<file path="config.mk">
export PLATFORM = sky130hd
export DESIGN_NAME = robot_sensor_conditioner_flat
export DESIGN_NICKNAME = d
export VERILOG_FILES = /design/src/rtl/robot_pkg.sv /design/src/rtl/robot_sensor_conditioner_if.sv /design/src/rtl/debounce_channel.sv /design/src/rtl/robot_sensor_conditioner.sv /design/src/flat_wrapper.sv
export SDC_FILE = /design/constraint.sdc
export NUM_CORES = 1
export LEC_CHECK = 0
export ABC_AREA = 1
export BUFFER_PORTS_ARGS = -buffer_cell sky130_fd_sc_hd__buf_2
export CAP_MARGIN = 20
export CORE_MARGIN = 3
export CORE_UTILIZATION = 35
export DETAILED_ROUTE_END_ITERATION = 10
export MAX_ROUTING_LAYER = met4
export PLACE_DENSITY = 0.63
export SYNTH_ARGS = -nofsm -noshare
export SYNTH_HDL_FRONTEND = slang
export SYNTH_SLANG_ARGS = --single-unit
</file>
<file path="constraint.sdc">
create_clock -name clk -period 2.35 [get_ports clk]
set_input_delay 0.47 -clock clk [delete_from_list [all_inputs] [get_ports clk]]
set_output_delay 0.47 -clock clk [all_outputs]
set_load 0.02 [all_outputs]
</file>
<file path="src/rtl/robot_pkg.sv">
`default_nettype none
// ============================================================================
// Module  : robot_pkg
// Brief   : Shared constants and navigation state encoding for the robot core.
// Revision: 1.0 - initial release
// ============================================================================
package robot_pkg;

  localparam int DEBOUNCE_CYCLES_DEFAULT = 16;

  localparam int NUM_CH    = 3;
  localparam int CH_BUMP_L = 0;
  localparam int CH_BUMP_R = 1;
  localparam int CH_GROUND = 2;

  typedef enum logic [2:0] {
    NAV_IDLE       = 3'd0,
    NAV_FORWARD    = 3'd1,
    NAV_BACKUP     = 3'd2,
    NAV_TURN_LEFT  = 3'd3,
    NAV_TURN_RIGHT = 3'd4,
    NAV_STOP       = 3'd5
  } nav_state_e;

endpackage
`default_nettype wire

</file>
<file path="src/rtl/robot_sensor_conditioner_if.sv">
`default_nettype none
// ============================================================================
// Module  : robot_sensor_conditioner_if
// Brief   : Raw sensor inputs and conditioned event/level outputs.
// Revision: 1.0 - initial release
// ============================================================================
interface robot_sensor_conditioner_if #(
  parameter int EVT_CNT_W = 8
);
  logic                 raw_bump_left;
  logic                 raw_bump_right;
  logic                 raw_ground;
  logic                 clear_counts;
  logic                 bump_left;
  logic                 bump_right;
  logic                 ground_detect;
  logic [EVT_CNT_W-1:0] left_count;
  logic [EVT_CNT_W-1:0] right_count;

  modport slave (
    input  raw_bump_left, raw_bump_right, raw_ground, clear_counts,
    output bump_left, bump_right, ground_detect, left_count, right_count
  );

  modport master (
    output raw_bump_left, raw_bump_right, raw_ground, clear_counts,
    input  bump_left, bump_right, ground_detect, left_count, right_count
  );
endinterface
`default_nettype wire

</file>
<file path="src/rtl/debounce_channel.sv">
`default_nettype none
// ============================================================================
// Module  : debounce_channel
// Brief   : 2-flop synchroniser, symmetric debounce and registered rise pulse.
// Revision: 1.0 - initial release
// ============================================================================
module debounce_channel #(
  parameter int DEBOUNCE_CYCLES = 16
) (
  input  logic clk,
  input  logic reset_n,
  input  logic i_raw,
  output logic o_stable,
  output logic o_rise,
  output logic o_rise_next
);

  localparam int CNT_W = $clog2(DEBOUNCE_CYCLES + 1);
  localparam logic [CNT_W-1:0] c_last_cnt = CNT_W'(DEBOUNCE_CYCLES - 1);

  logic             r_meta;
  logic             r_sync;
  logic             r_stable;
  logic             r_rise;
  logic [CNT_W-1:0] r_cnt;
  logic             w_differ;
  logic             w_accept;

  assign w_differ = r_sync ^ r_stable;
  assign w_accept = w_differ && (r_cnt == c_last_cnt);

  always_ff @(posedge clk or negedge reset_n) begin
    if (!reset_n) begin
      r_meta   <= 1'b0;
      r_sync   <= 1'b0;
      r_stable <= 1'b0;
      r_rise   <= 1'b0;
      r_cnt    <= '0;
    end else begin
      r_meta <= i_raw;
      r_sync <= r_meta;
      r_rise <= w_accept && r_sync;
      // Any sample matching the accepted level restarts the hold count.
      if (!w_differ) begin
        r_cnt <= '0;
      end else if (w_accept) begin
        r_stable <= r_sync;
        r_cnt    <= '0;
      end else begin
        r_cnt <= r_cnt + CNT_W'(1);
      end
    end
  end

  assign o_stable    = r_stable;
  assign o_rise      = r_rise;
  assign o_rise_next = w_accept && r_sync;

endmodule
`default_nettype wire

</file>
<file path="src/rtl/robot_sensor_conditioner.sv">
`default_nettype none
// ============================================================================
// Module  : robot_sensor_conditioner
// Brief   : Debounced bumper press events, ground level and event counters.
// Revision: 1.0 - initial release
// ============================================================================
module robot_sensor_conditioner
  import robot_pkg::*;
#(
  parameter int DEBOUNCE_CYCLES = DEBOUNCE_CYCLES_DEFAULT,
  parameter int EVT_CNT_W       = 8
) (
  input  logic                        clk,
  input  logic                        reset_n,
  robot_sensor_conditioner_if.slave   bus
);

  logic [NUM_CH-1:0] w_raw;
  logic [NUM_CH-1:0] w_stable;
  logic [NUM_CH-1:0] w_rise;
  logic [NUM_CH-1:0] w_rise_next;
  logic              w_unused;

  assign w_raw[CH_BUMP_L] = bus.raw_bump_left;
  assign w_raw[CH_BUMP_R] = bus.raw_bump_right;
  assign w_raw[CH_GROUND] = bus.raw_ground;

  generate
    for (genvar gi = 0; gi < NUM_CH; gi++) begin : g_chan
      debounce_channel #(
        .DEBOUNCE_CYCLES (DEBOUNCE_CYCLES)
      ) u_chan (
        .clk         (clk),
        .reset_n     (reset_n),
        .i_raw       (w_raw[gi]),
        .o_stable    (w_stable[gi]),
        .o_rise      (w_rise[gi]),
        .o_rise_next (w_rise_next[gi])
      );
    end

    // Counters step on the same edge that launches the bump pulse; clear wins.
    for (genvar gc = CH_BUMP_L; gc <= CH_BUMP_R; gc++) begin : g_cnt
      logic [EVT_CNT_W-1:0] r_count;
      always_ff @(posedge clk or negedge reset_n) begin
        if (!reset_n) begin
          r_count <= '0;
        end else if (bus.clear_counts) begin
          r_count <= '0;
        end else if (w_rise_next[gc] && (r_count != '1)) begin
          r_count <= r_count + EVT_CNT_W'(1);
        end
      end
    end
  endgenerate

  assign bus.bump_left     = w_rise[CH_BUMP_L];
  assign bus.bump_right    = w_rise[CH_BUMP_R];
  assign bus.ground_detect = w_stable[CH_GROUND];
  assign bus.left_count    = g_cnt[CH_BUMP_L].r_count;
  assign bus.right_count   = g_cnt[CH_BUMP_R].r_count;

  assign w_unused = &{1'b0, w_stable[CH_BUMP_R:CH_BUMP_L],
                      w_rise[CH_GROUND], w_rise_next[CH_GROUND]};

endmodule
`default_nettype wire

</file>
<file path="src/flat_wrapper.sv">
// flat-port wrapper written by rule: the top's interface ports become plain ports
module robot_sensor_conditioner_flat import robot_pkg::*;
#(
  parameter int DEBOUNCE_CYCLES = DEBOUNCE_CYCLES_DEFAULT,
  parameter int EVT_CNT_W       = 8
)
  (clk, reset_n, bus_raw_bump_left, bus_raw_bump_right, bus_raw_ground, bus_clear_counts, bus_bump_left, bus_bump_right, bus_ground_detect, bus_left_count, bus_right_count);
  robot_sensor_conditioner_if #(.EVT_CNT_W(EVT_CNT_W)) bus_i ();
  input  logic clk;
  input  logic reset_n;
  input wire logic [$bits(bus_i.raw_bump_left)-1:0] bus_raw_bump_left;
  input wire logic [$bits(bus_i.raw_bump_right)-1:0] bus_raw_bump_right;
  input wire logic [$bits(bus_i.raw_ground)-1:0] bus_raw_ground;
  input wire logic [$bits(bus_i.clear_counts)-1:0] bus_clear_counts;
  output wire logic [$bits(bus_i.bump_left)-1:0] bus_bump_left;
  output wire logic [$bits(bus_i.bump_right)-1:0] bus_bump_right;
  output wire logic [$bits(bus_i.ground_detect)-1:0] bus_ground_detect;
  output wire logic [$bits(bus_i.left_count)-1:0] bus_left_count;
  output wire logic [$bits(bus_i.right_count)-1:0] bus_right_count;
  assign bus_i.raw_bump_left = bus_raw_bump_left;
  assign bus_i.raw_bump_right = bus_raw_bump_right;
  assign bus_i.raw_ground = bus_raw_ground;
  assign bus_i.clear_counts = bus_clear_counts;
  assign bus_bump_left = bus_i.bump_left;
  assign bus_bump_right = bus_i.bump_right;
  assign bus_ground_detect = bus_i.ground_detect;
  assign bus_left_count = bus_i.left_count;
  assign bus_right_count = bus_i.right_count;
  robot_sensor_conditioner #(.DEBOUNCE_CYCLES(DEBOUNCE_CYCLES), .EVT_CNT_W(EVT_CNT_W)) u_core (.clk(clk), .reset_n(reset_n), .bus(bus_i));
endmodule
</file>
# Yosys cells after proc, flatten, opt, wreduce, memory -nomap -nowiden
# Index checks and enable logic that the tools add are counted.
dict set report word_totals {
  ff_bits 42
  inputBits 6
  out_inout_bits 19
  word_cells 51
}
dict set report classes {
  addsub 5
  eq_ne 5
  n_mux 10
  n_bitwise 3
  n_reduce_logical 12
}
# operator n
set ops {}
lappend ops {{8-bit 2-to-1 mux} 4}
lappend ops {{5-bit 2-to-1 mux} 6}
lappend ops {{8-bit by 1-bit adder with 8-bit output (second input constant)} 2}
lappend ops {{8-bit != test (second input constant)} 2}
lappend ops {{5-bit by 1-bit adder with 5-bit output (second input constant)} 3}
lappend ops {{5-bit by 4-bit equality test with 1-bit output (second input constant)} 3}
lappend ops {{1-bit logical AND} 7}
lappend ops {{2-bit AND reduction} 3}
lappend ops {{2-bit nonzero test} 2}
lappend ops {{1-bit bitwise XOR} 3}

# Longest topological paths before layout
# Gate-level depths: netlist of run 1.
dict set report logic_depth {
  word_depth 6
  mapped_depth 9
}

# By module
# Synthesis of run 1 repeated with hierarchy kept, for this count alone.
dict set report unflattened {
  cells_unflattened 278
  area_unflattened_um2 2169.6
}
# module instances cells_each area_per_inst_um2 seq_area_each_um2
set modules_own_cells {}
lappend modules_own_cells {debounce_channel 3 45 394.1 225.2}
lappend modules_own_cells {robot_sensor_conditioner 1 143 987.2 400.4}

# Worst setup path before layout of run 1
# OpenSTA, ideal clock, no wires.
dict set report synth_path {
  path_kind {flip-flop to flip-flop}
  startpoint {reg u_core.g_cnt[0].r_count[0], in the netlist u_core.bus.left_count[0]}
  endpoint {reg u_core.g_cnt[0].r_count[7], in the netlist u_core.bus.left_count[7]}
  arrival_time_ns 1.318
  path_slack_ns 0.914
  path_stages_with_launch 9
  period_less_slack_ns 1.436
  path_cell_list {dfrtp_1 ha_1 nand2_1 inv_1 nand2_1 nor2_1 nor2_4 nand3_1 nand2_1}
}
dict set report synth_between {
  elab_chain_cells 3
}
# element line_no
set synth_rtl {}
lappend synth_rtl {{from (decl)} robot_sensor_conditioner.sv:44} ;# logic [EVT_CNT_W-1:0] r_count;
lappend synth_rtl {{from (signal assigned)} robot_sensor_conditioner.sv:51} ;# r_count <= r_count + EVT_CNT_W'(1);
lappend synth_rtl {{8-bit by 1-bit adder with 8-bit output or 8-bit != test (tied branches)} {robot_sensor_conditioner.sv:51, robot_sensor_conditioner.sv:50}}
lappend synth_rtl {{8-bit 2-to-1 mux or 1-bit logical AND (tied branches)} robot_sensor_conditioner.sv:50} ;# end else if (w_rise_next[gc] && (r_count != '1)) begin
lappend synth_rtl {{8-bit 2-to-1 mux or 2-bit nonzero test (tied branches)} --}
# Several ways; a longest one is shown, not always the timed one. The select of a mux whose other input is x is not followed.
# A chain may end at the register's enable or synchronous reset.

# Final worst setup path of run 1
dict set report layout_path {
  startpoint {reg u_core.g_cnt[0].r_count[3], in the netlist u_core.bus.left_count[3]}
  endpoint {out bus_left_count[3]}
}
# element line_no
set layout_lines {}
lappend layout_lines {{to (decl)} flat_wrapper.sv:18} ;# output wire logic [$bits(bus_i.left_count)-1:0] bus_left_count;
# No word-level cell between the ends.

==> results by group, run 1 <==
Synth
  • Synth warn: 0
  • Mean Syn Cell Area: 8.25 um2
  • Mapped Area: 2080 um2
  • Netlist cell types: 21
  • Syn Inst Count: 252
  • Synth Register Bits: 42
  • Most area-consuming cells after synthesis: dfrtp_1, nand3_1, nand2_1, inv_1, nor2_1
  • Synthesized Nets: 263
  • Share of the synthesized area in the top cell type: 0.505
  • Register area share after synthesis: 0.505
  • Yosys top cell by area: dfrtp_1

Floorplanning
  • Die height: 83.1 um
  • Die X: 83.1 um
  • Core area: 5640 um2
  • Die area: 6900 um2
  • I/O pin total: 25
  • Num rows: 27
  • Initial core utilization: 0.369

Routing
  • Iter 0 DRT Violations: 66
  • Final wirelength: 3.99 mm
  • Remaining DRCs: 0
  • Drt wl/cell: 11.2 um
  • Vias per cell: 4.70
  • Total number of vias: 1,669
  • Final ANT Viol Nets: 0
  • DRT Pass-1 Iters: 4

Worst setup path
  • CP Class: flip-flop to output pin
  • CP Capture Type: output pin
  • R2R setup slack: 900 ps
  • CP Depth: 1
  • Slowest Stage Delay on Critical Path: 480 ps
  • WP data arrival: 1000 ps
  • Crit-path cells: buf_2
  • Reg2reg start: u_core.bus.right_count[0]$_DFFE_PN0P_
  • Cell family with most CP delay: flip-flops
  • CP Capture Point: bus_left_count[3]
  • CP Max Fanout: 7
  • CP required: 1880 ps
  • Critical Path Source: u_core.bus.left_count[3]$_DFFE_PN0P_
  • CP startpoint kind: flip-flop
  • WP buf/inv: 1
  • RR Endpoint: u_core.bus.right_count[3]$_DFFE_PN0P_
  • Slowest cell on the critical path: dfrtp_1
  • R2R cell count: 8

Finish
  • Most common cell after layout, fill and taps aside: nand2_1
  • Area delta synth->final: 15.9%
  • Layout cells sized above 1: 0.173
  • NumNets Final: 294
  • Final core utilization: 0.427
  • Final Cell Area: 2410 um2
  • Number of antenna diodes: 0
  • Most frequent cells in the layout: nand2_1, nand3_1, dfrtp_1

Clock tree
  • Clock sink count: 42
  • CTS Root Cell: clkbuf_8
  • Clock buffer depth: 2
  • Post-cts resize count: 0
  • CTS Buf Count: 5
  • CTS tree: built
  • Clk pin slew, worst setup/hold paths: 80 ps
  • Worst-skew pair later-pin latency: 290 ps
  • H-tree depth: 2
  • Postcts setup bufs: 0
  • Hold_buf cts: 0

STA
  • Fin crit share: 0.625
  • Max-slew headroom: 0.689
  • Unrepaired setup endpoints after global routing: no
  • Endpoints failing setup: 0
  • F_max: 681 MHz
  • Final min period: 1470 ps
  • Pins Over Slew Limit: 0
  • Setup TNS: 0 ps
  • Hold Vio Cnt, Final: 0
  • Final Skew: 5.24 ps
  • Slew @ Worst Pin: 466 ps

Global route
  • Vias in the first global route: 1,530
  • GRT Resource Usage Total: 0.131
  • Largest net degree at the start of global routing: 32
  • GRT Residual Overflow: 0
  • First-pass GRT wire length: 7.14 mm
  • Antenna violations before repair: 0

Placement
  • Placed Area: 2300 um2
  • # port buffers: 24
  • Final GP Congestion: 0.823
  • Final HPWL DP: 2.95 mm

Power and ir drop
  • Total power: 1.39 mW
  • Leakage Power: 1.32 nW
  • Peak VDD IR: 0.224 mV
  • Pwr dens: 579 nW/um2

Flow run
  • Max-Cap Viols: 0

Status
  • Run status: completed

Hold path
  • HP Class: primary input to asynchronous set/reset pin
-- report_power, final --
part / internal, mW / total [mW] / leakage (nW) / switching, mW
sequential: 0.740 / 0.753 / 0.565 / 0.0134
combinational: 0.0198 / 0.0617 / 0.701 / 0.0418
clock: 0.340 / 0.579 / 0.0573 / 0.240
total: 1.10 / 1.39 / 1.32 / 0.295
-- synthesized netlist by cell type --
library cell,instances
nor2_2,3
a31o_2,1
nand4_2,2
dfrtp_1,42
nand3_2,3
a211oi_1,2
o21ai_0,4
nor3_1,5
nand4_1,4
xnor2_1,1
a21oi_1,1
buf_2,3
xor2_1,3
ha_1,5
nor2_1,31
nand2_1,51
nand3_1,44
nor2_4,4
inv_1,40
o21bai_1,1
nand2_2,2
-- layout make-up --
class,count,area [um2]
clock buffer,6,82.6
clock inverter,1,30.0
fill,567,3230
inverter,40,150
multi-input combinational,167,863
sequential,42,1050
tap,72,90.1
timing repair buffer,27,143
-- through the flow --
step / cells / setup slack, ps / hold slack (ps)
after floorplan: 252 / 914 / 174
after global placement: 348 / 931 / 335
after detailed placement: 348 / 904 / 337
after CTS: 355 / 875 / 130
after global routing: 355 / 737 / 150
final: 355 / 881 / 117
-- flip-flops by register name, indices dropped and copies added, names as in the netlist --
| signal | flops |
|---|---|
| u_core.bus.right_count | 8 |
| u_core.g_chan.u_chan.r_cnt | 15 |
| u_core.g_chan.u_chan.o_stable | 3 |
| u_core.bus.left_count | 8 |
| u_core.g_chan.u_chan.r_meta | 3 |
| u_core.g_chan.u_chan.r_sync | 3 |
| u_core.g_chan.u_chan.o_rise | 2 |
-- cells by family (layout without fill, tap and decap cells) --
family	Yosys count	after routing	share of synthesized area
flops	42	42	0.505
buf+inv	43	74	0.0794
simple gates	149	149	0.341
xor+xnor	4	4	0.0169
compound gates	9	9	0.0271
fa+ha+maj	5	5	0.0301
-- routing by layer --
layer	wire length [um]	track usage	vias to the layer above
li1	-	-	863
met1	1900	0.166	781
met2	1880	0.200	18
met3	119	0.0377	7
met4	80	0.0490	0
met5	0	-	-
-- worst min-delay path by stage --
stage          depth (start not counted)                                     start                                         end
2_1_floorplan                          0                                   reset_n        u_core.bus.left_count[0]$_DFFE_PN0P_
3_3_place_gp                           0  u_core.g_chan[1].u_chan.r_meta$_DFF_PN0_    u_core.g_chan[1].u_chan.r_sync$_DFF_PN0_
3_5_place_dp                           0  u_core.g_chan[0].u_chan.r_meta$_DFF_PN0_    u_core.g_chan[0].u_chan.r_sync$_DFF_PN0_
4_1_cts                                1                                   reset_n  u_core.g_chan[2].u_chan.r_cnt[2]$_DFF_PN0_
5_1_grt                                1                                   reset_n  u_core.g_chan[2].u_chan.r_cnt[2]$_DFF_PN0_
6_report                               1                                   reset_n  u_core.g_chan[2].u_chan.r_cnt[2]$_DFF_PN0_
Power figures use the tool's default switching activity.
==> inputs of run 2 (changes only) <==
==> constraint.sdc (replaced) <==
create_clock -name clk -period 1.45 [get_ports clk]
set_input_delay 0.29 -clock clk [delete_from_list [all_inputs] [get_ports clk]]
set_output_delay 0.29 -clock clk [all_outputs]
set_load 0.02 [all_outputs]
==> run 2 against run 1 <==
Final cell count rose by 2.8%. Routed wire length rose by 2.7%. Power is 52% higher. Non-clock buffer count up 9. Setup slack lost 850 ps. Highest routed layer unchanged. Sequential cell count unchanged. Register-to-register slack got worse by 870 ps. Critical path depth rose by 6. Sequential power up 63%. Largest cell class unchanged. Largest power group unchanged. Design area increased by 7.4%. Clock power grew 34%.
==> results by group, run 2 (same netlist as run 1, synthesis figures left out) <==
Status
  • Run status: completed

Floorplanning
  • Die height: 83.1 um (unchanged)
  • Initial core utilization: 0.369 (unchanged)
  • Num rows: 27 (unchanged)
  • Die X: 83.1 um (unchanged)
  • Core area: 5640 um2 (unchanged)
  • Die area: 6900 um2 (unchanged)
  • I/O pin total: 25 (unchanged)

Flow run
  • Max-Cap Viols: 0 (unchanged)

Routing
  • Iter 0 DRT Violations: 46 (-30%)
  • Total number of vias: 1,720 (+3.1%)
  • DRT Pass-1 Iters: 4 (unchanged)
  • Vias per cell: 4.71 (+0.23%)
  • Final wirelength: 4.09 mm (+2.7%)
  • Final ANT Viol Nets: 0 (unchanged)
  • Remaining DRCs: 0 (unchanged)
  • Drt wl/cell: 11.2 um (-0.13%)

Finish
  • Most frequent cells in the layout: nand2_1, dfrtp_1, inv_1
  • Most flops, register: u_core.g_chan.u_chan.r_cnt
  • Max FFs per register: 15 (unchanged)
  • Layout cells sized above 1: 0.246 (+0.0726)
  • Filler Cell Count: 538 (-5.1%)
  • NumNets Final: 303 (+3.1%)
  • Most common cell after layout, fill and taps aside: nand2_1
  • Area delta synth->final: 24.5%
  • Number of antenna diodes: 0 (unchanged)

Worst setup path
  • WP data arrival: 1650 ps (+650 ps)
  • Most used cell along the critical path: nor2_4
  • CP startpoint kind: flip-flop
  • Reg2reg start: u_core.g_chan[1].u_chan.r_cnt[1]$_DFF_PN0_
  • CP required: 1680 ps (-200 ps)
  • Crit-path cells: ha_4 > nand2_4 > nor2_4 > nand4_4 > nor2_4 > nand3_1 > nand2_1
  • Slowest Stage Delay on Critical Path: 410 ps (-70 ps)
  • CP Class: flip-flop to flip-flop
  • Critical Path Source: u_core.g_chan[1].u_chan.r_cnt[1]$_DFF_PN0_
  • CP Max Fanout: 8 (+1)
  • CP Capture Type: flip-flop
  • Slowest cell on the critical path: dfrtp_1

Clock tree
  • Clock sink count: 42 (unchanged)
  • H-tree depth: 2 (unchanged)
  • CTS tree: built
  • Clk pin slew, worst setup/hold paths: 80 ps (about the same)
  • Clock buffer depth: 2 (unchanged)
  • CTS Root Cell: clkbuf_8
  • Worst-skew pair later-pin latency: 290 ps (about the same)
  • CTS Buf Count: 5 (unchanged)

Global route
  • GRT Resource Usage Total: 0.125 (-0.00606)
  • Antenna violations before repair: 0 (unchanged)
  • Largest net degree at the start of global routing: 32 (unchanged)
  • First-pass GRT wire length: 7.00 mm (-1.9%)
  • Vias in the first global route: 1,578 (+3.1%)
  • GRT Residual Overflow: 0 (unchanged)

STA
  • Pins Over Slew Limit: 0 (unchanged)
  • Fin crit share: 0.977
  • WHS: 102 ps (-14.6 ps)
  • F_max: 706 MHz
  • Final min period: 1420 ps
  • Endpoints failing setup: 0 (unchanged)
  • Hold Vio Cnt, Final: 0 (unchanged)
  • Final Skew: 3.25 ps (-1.99 ps)
  • Setup TNS: 0 ps (unchanged)
  • Max-slew headroom: 0.742 (+0.0523)
  • Final WS setup: 32.9 ps (-848 ps)
  • Slew @ Worst Pin: 388 ps (-78.4 ps)
  • Unrepaired setup endpoints after global routing: yes

Hold path
  • Min-delay src: bus_raw_bump_right
  • HP Class: primary input to flip-flop

Power and ir drop
  • Pwr dens: 820 nW/um2 (+42%)
  • Leakage Power: 1.38 nW (+4.1%)
  • Peak VDD IR: 0.445 mV (+98%)

Placement
  • Place WS: 43.2 ps (-860 ps)
  • Final GP Congestion: 0.803 (-2.4%)
  • Final HPWL DP: 2.80 mm (-4.8%)
  • # port buffers: 24 (unchanged)
## run 2: critical path, delay by kind of cell, from the launching register on
kind	cells	cell delay, ps
adder cells (fa/ha/maj)	1	180
flip-flops	1	410
AND/OR/NAND/NOR	6	780
## run 2: cell type report
class	instances	area (um2)	share of cell area
flip-flops and latches	42	1050	0.406
multi-input cells	167	981	0.379
repair buffers	36	225	0.0870
inverters	40	150	0.0580
well taps	72	90.1	0.0348
clock buffers	7	86.3	0.0333
clock inverters	1	5.00	0.00193
## run 2: final timing paths
kind / end / slack [ps] / depth (start not counted)
worst max-delay path: u_core.bus.right_count[6]$_DFFE_PN0P_ / 30 / 7
worst min-delay path: u_core.g_chan[1].u_chan.r_meta$_DFF_PN0_ / 100 / 1
worst max register to register: u_core.bus.right_count[6]$_DFFE_PN0P_ / 30 / 7
worst min register to register: u_core.g_chan[1].u_chan.r_sync$_DFF_PN0_ / 350 / 0
max in group asynchronous: u_core.bus.left_count[1]$_DFFE_PN0P_ / 540 / 3
min in group asynchronous: u_core.g_chan[2].u_chan.r_cnt[2]$_DFF_PN0_ / 440 / 2
## run 2: where the power goes
part	switching, mW	total (mW)	leakage [nW]	internal [mW]
combinational	0.0733	0.117	0.763	0.0440
sequential	0.0311	1.23	0.565	1.20
clock	0.391	0.775	0.0482	0.384
total	0.496	2.12	1.38	1.63
## run 2: repair_timing
| action | in CTS | in global routing |
|---|---|---|
| gates resized for setup | 0 | 24 |
| setup buffers | 0 | 7 |
| endpoints found under the hold margin | 15 | 0 |
| hold buffers | 1 | 0 |
| setup endpoints to repair | 0 | 16 |
## run 2: per-stage QoR
| stage | std cells | cell area (um2) | power [mW] | util |
|---|---|---|---|---|
| 2_1_floorplan | 252 | 2080 | 1.30 | - |
| 3_3_place_gp | 349 | 2320 | 1.35 | 0.411 |
| 3_5_place_dp | 349 | 2320 | 1.35 | 0.411 |
| 4_1_cts | 358 | 2420 | 2.15 | 0.429 |
| 5_1_grt | 365 | 2590 | 2.23 | 0.459 |
| 6_report | 365 | 2590 | 2.12 | 0.459 |
## run 2: layer usage
| layer | wire length (um) | global-route usage | up-vias |
|---|---|---|---|
| met4 | 66 | 0.0624 | 0 |
| met5 | 0 | - | - |
| met3 | 120 | 0.0278 | 7 |
| met2 | 1860 | 0.184 | 20 |
| li1 | - | - | 886 |
| met1 | 2050 | 0.162 | 807 |
==> inputs of run 3 (changes only) <==
==> constraint.sdc (replaced) <==
create_clock -name clk -period 1.5 [get_ports clk]
set_input_delay 0.3 -clock clk [delete_from_list [all_inputs] [get_ports clk]]
set_output_delay 0.3 -clock clk [all_outputs]
set_load 0.02 [all_outputs]
==> run 3 against run 2 <==
Global-route usage about the same. Critical path depth up 1. Sequential share of layout area up 0.52 points. Non-clock buffer count unchanged. Power down 4.1%. Clock skew up 2.4 ps. Combinational power down 6%. Via count up 0.47%. Sequential cell count unchanged. Utilization down 0.58 points. Final cell count unchanged. Critical endpoint is now u_core.bus.left_count[7]$_DFFE_PN0P_. Largest cell class unchanged. Largest power group unchanged. Highest routed layer unchanged.
==> results by group, run 3 (same netlist as run 1, synthesis figures left out) <==
Status
  • Run status: completed

Worst setup path
  • WP buf/inv: 1 (+1)
  • CP Class: flip-flop to flip-flop
  • Cell family with most CP delay: simple AND/OR/NAND/NOR gates
  • Slowest cell on the critical path: dfrtp_1
  • Slowest Stage Delay on Critical Path: 400 ps (about the same)
  • CP Max Fanout: 8 (unchanged)
  • CP Capture Type: flip-flop
  • CP required: 1690 ps (about the same)
  • Most used cell along the critical path: nand2_1
  • CP startpoint kind: flip-flop
  • WP data arrival: 1590 ps (-60 ps)
  • Crit-path cells: ha_2 > nand2_2 > inv_1 > nand2_1 > nor2_1 > nor2_4 > nand3_1 > nand2_1

Placement
  • Final HPWL DP: 2.84 mm (+1.4%)
  • Final GP Congestion: 0.801 (-0.25%)
  • Dpl cells: 348 (-0.29%)
  • Place WS: 88.9 ps (+45.7 ps)
  • # port buffers: 24 (unchanged)
  • Placed Area: 2310 um2 (-0.32%)

Clock tree
  • Clock sink count: 42 (unchanged)
  • CTS tree: built
  • CTS Root Cell: clkbuf_8
  • Worst-skew pair later-pin latency: 290 ps (about the same)
  • Clock buffer depth: 2 (unchanged)
  • H-tree depth: 2 (unchanged)
  • Clk pin slew, worst setup/hold paths: 80 ps (about the same)
  • CTS Buf Count: 5 (unchanged)

Floorplanning
  • Core area: 5640 um2 (unchanged)
  • I/O pin total: 25 (unchanged)
  • Die X: 83.1 um (unchanged)
  • Die area: 6900 um2 (unchanged)
  • Die height: 83.1 um (unchanged)
  • Initial core utilization: 0.369 (unchanged)
  • Num rows: 27 (unchanged)

STA
  • Unrepaired setup endpoints after global routing: yes
  • Endpoints failing setup: 0 (unchanged)
  • Max-slew headroom: 0.741 (-0.00103)
  • F_max: 713 MHz (+1.0%)
  • Final WS setup: 97.4 ps (+64.6 ps)
  • Setup TNS: 0 ps (unchanged)
  • Pins Over Slew Limit: 0 (unchanged)
  • Final Skew: 5.62 ps (+2.37 ps)
  • Hold Vio Cnt, Final: 0 (unchanged)
  • Final min period: 1400 ps (-14.6 ps)
  • Slew @ Worst Pin: 389 ps (+1.54 ps)
  • Fin crit share: 0.935 (-0.0423)

Routing
  • Total number of vias: 1,728 (+0.47%)
  • Remaining DRCs: 0 (unchanged)
  • Final ANT Viol Nets: 0 (unchanged)
  • DRT Pass-1 Iters: 4 (unchanged)
  • Drt wl/cell: 11.3 um (+0.78%)
  • Vias per cell: 4.73 (+0.47%)
  • Iter 0 DRT Violations: 42 (-8.7%)
  • Final wirelength: 4.13 mm (+0.78%)

Global route
  • First-pass GRT wire length: 7.01 mm (about the same)
  • GRT Residual Overflow: 0 (unchanged)
  • Antenna violations before repair: 0 (unchanged)
  • Largest net degree at the start of global routing: 32 (unchanged)
  • GRT Resource Usage Total: 0.125 (+0.000215)
  • Vias in the first global route: 1,566 (-0.76%)

Finish
  • Final core utilization: 0.453 (-0.00577)
  • Layout cells sized above 1: 0.239 (-0.00683)
  • Non-filler cells, final: 365 (unchanged)
  • Most frequent cells in the layout: nand2_1, dfrtp_1, inv_1
  • Area delta synth->final: 22.9%
  • NumNets Final: 303 (unchanged)
  • Most common cell after layout, fill and taps aside: nand2_1
  • Final Cell Area: 2560 um2 (-1.3%)
  • Max FFs per register: 15 (unchanged)
  • Most flops, register: u_core.g_chan.u_chan.r_cnt
  • Number of antenna diodes: 0 (unchanged)

Flow run
  • Max-Cap Viols: 0 (unchanged)

Power and ir drop
  • Leakage Power: 1.36 nW (-1.2%)
  • Pwr dens: 796 nW/um2 (-2.9%)
  • Peak VDD IR: 0.422 mV (-5.1%)

Hold path
  • HP Class: primary input to flip-flop
-- run 3: cell counts in the layout (fill, tap and decap cells not counted) --
No cell type changed its count.
-- run 3: through the flow --
step | total power, mW | hold slack, ps
after detailed placement | 1.31 | 253
after global routing | 2.14 | 95.9
after floorplan | 1.25 | 4.41
after global placement | 1.30 | 249
after CTS | 2.07 | 102
final | 2.04 | 108
-- run 3: layout make-up --
type	count	area (um2)
Clock buffer	7	86.3
Clock inverter	1	5.00
Fill cell	555	3090
Inverter	40	150
Multi-Input combinational cell	167	948
Sequential cell	42	1050
Tap cell	72	90.1
Timing Repair Buffer	36	225
-- run 3: per-layer routing --
layer,part of all wire,global-route usage
met3,0.024,0.0268
met2,0.47,0.190
met4,0.017,0.0490
met1,0.49,0.164
met5,0,-
-- run 3: power breakdown --
| group | switching [mW] | total (mW) | internal [mW] |
|---|---|---|---|
| registers | 0.0222 | 1.18 | 1.16 |
| clock network | 0.373 | 0.744 | 0.371 |
| logic | 0.0714 | 0.110 | 0.0386 |
| total | 0.467 | 2.04 | 1.57 |
-- run 3: timing repair --
item / in CTS / in global routing
buffers inserted: 0 / 8
resized for setup: 0 / 18
endpoints found under the hold margin: 15 / 0
hold buffers: 1 / 0
setup endpoints to repair: 0 / 16
-- run 3: final timing paths --
kind                                                           from                                          to  slack, ps  depth (start not counted)
setup / recovery               u_core.bus.left_count[1]$_DFFE_PN0P_        u_core.bus.left_count[7]$_DFFE_PN0P_        100                          8
hold / removal                                    bus_raw_bump_left    u_core.g_chan[0].u_chan.r_meta$_DFF_PN0_        110                          1
setup reg to reg               u_core.bus.left_count[1]$_DFFE_PN0P_        u_core.bus.left_count[7]$_DFFE_PN0P_        100                          8
hold reg to reg            u_core.g_chan[1].u_chan.r_meta$_DFF_PN0_    u_core.g_chan[1].u_chan.r_sync$_DFF_PN0_        350                          0
max in group asynchronous                                   reset_n       u_core.bus.right_count[2]$_DFFE_PN0P_        580                          3
min in group asynchronous                                   reset_n  u_core.g_chan[1].u_chan.r_cnt[1]$_DFF_PN0_        460                          2
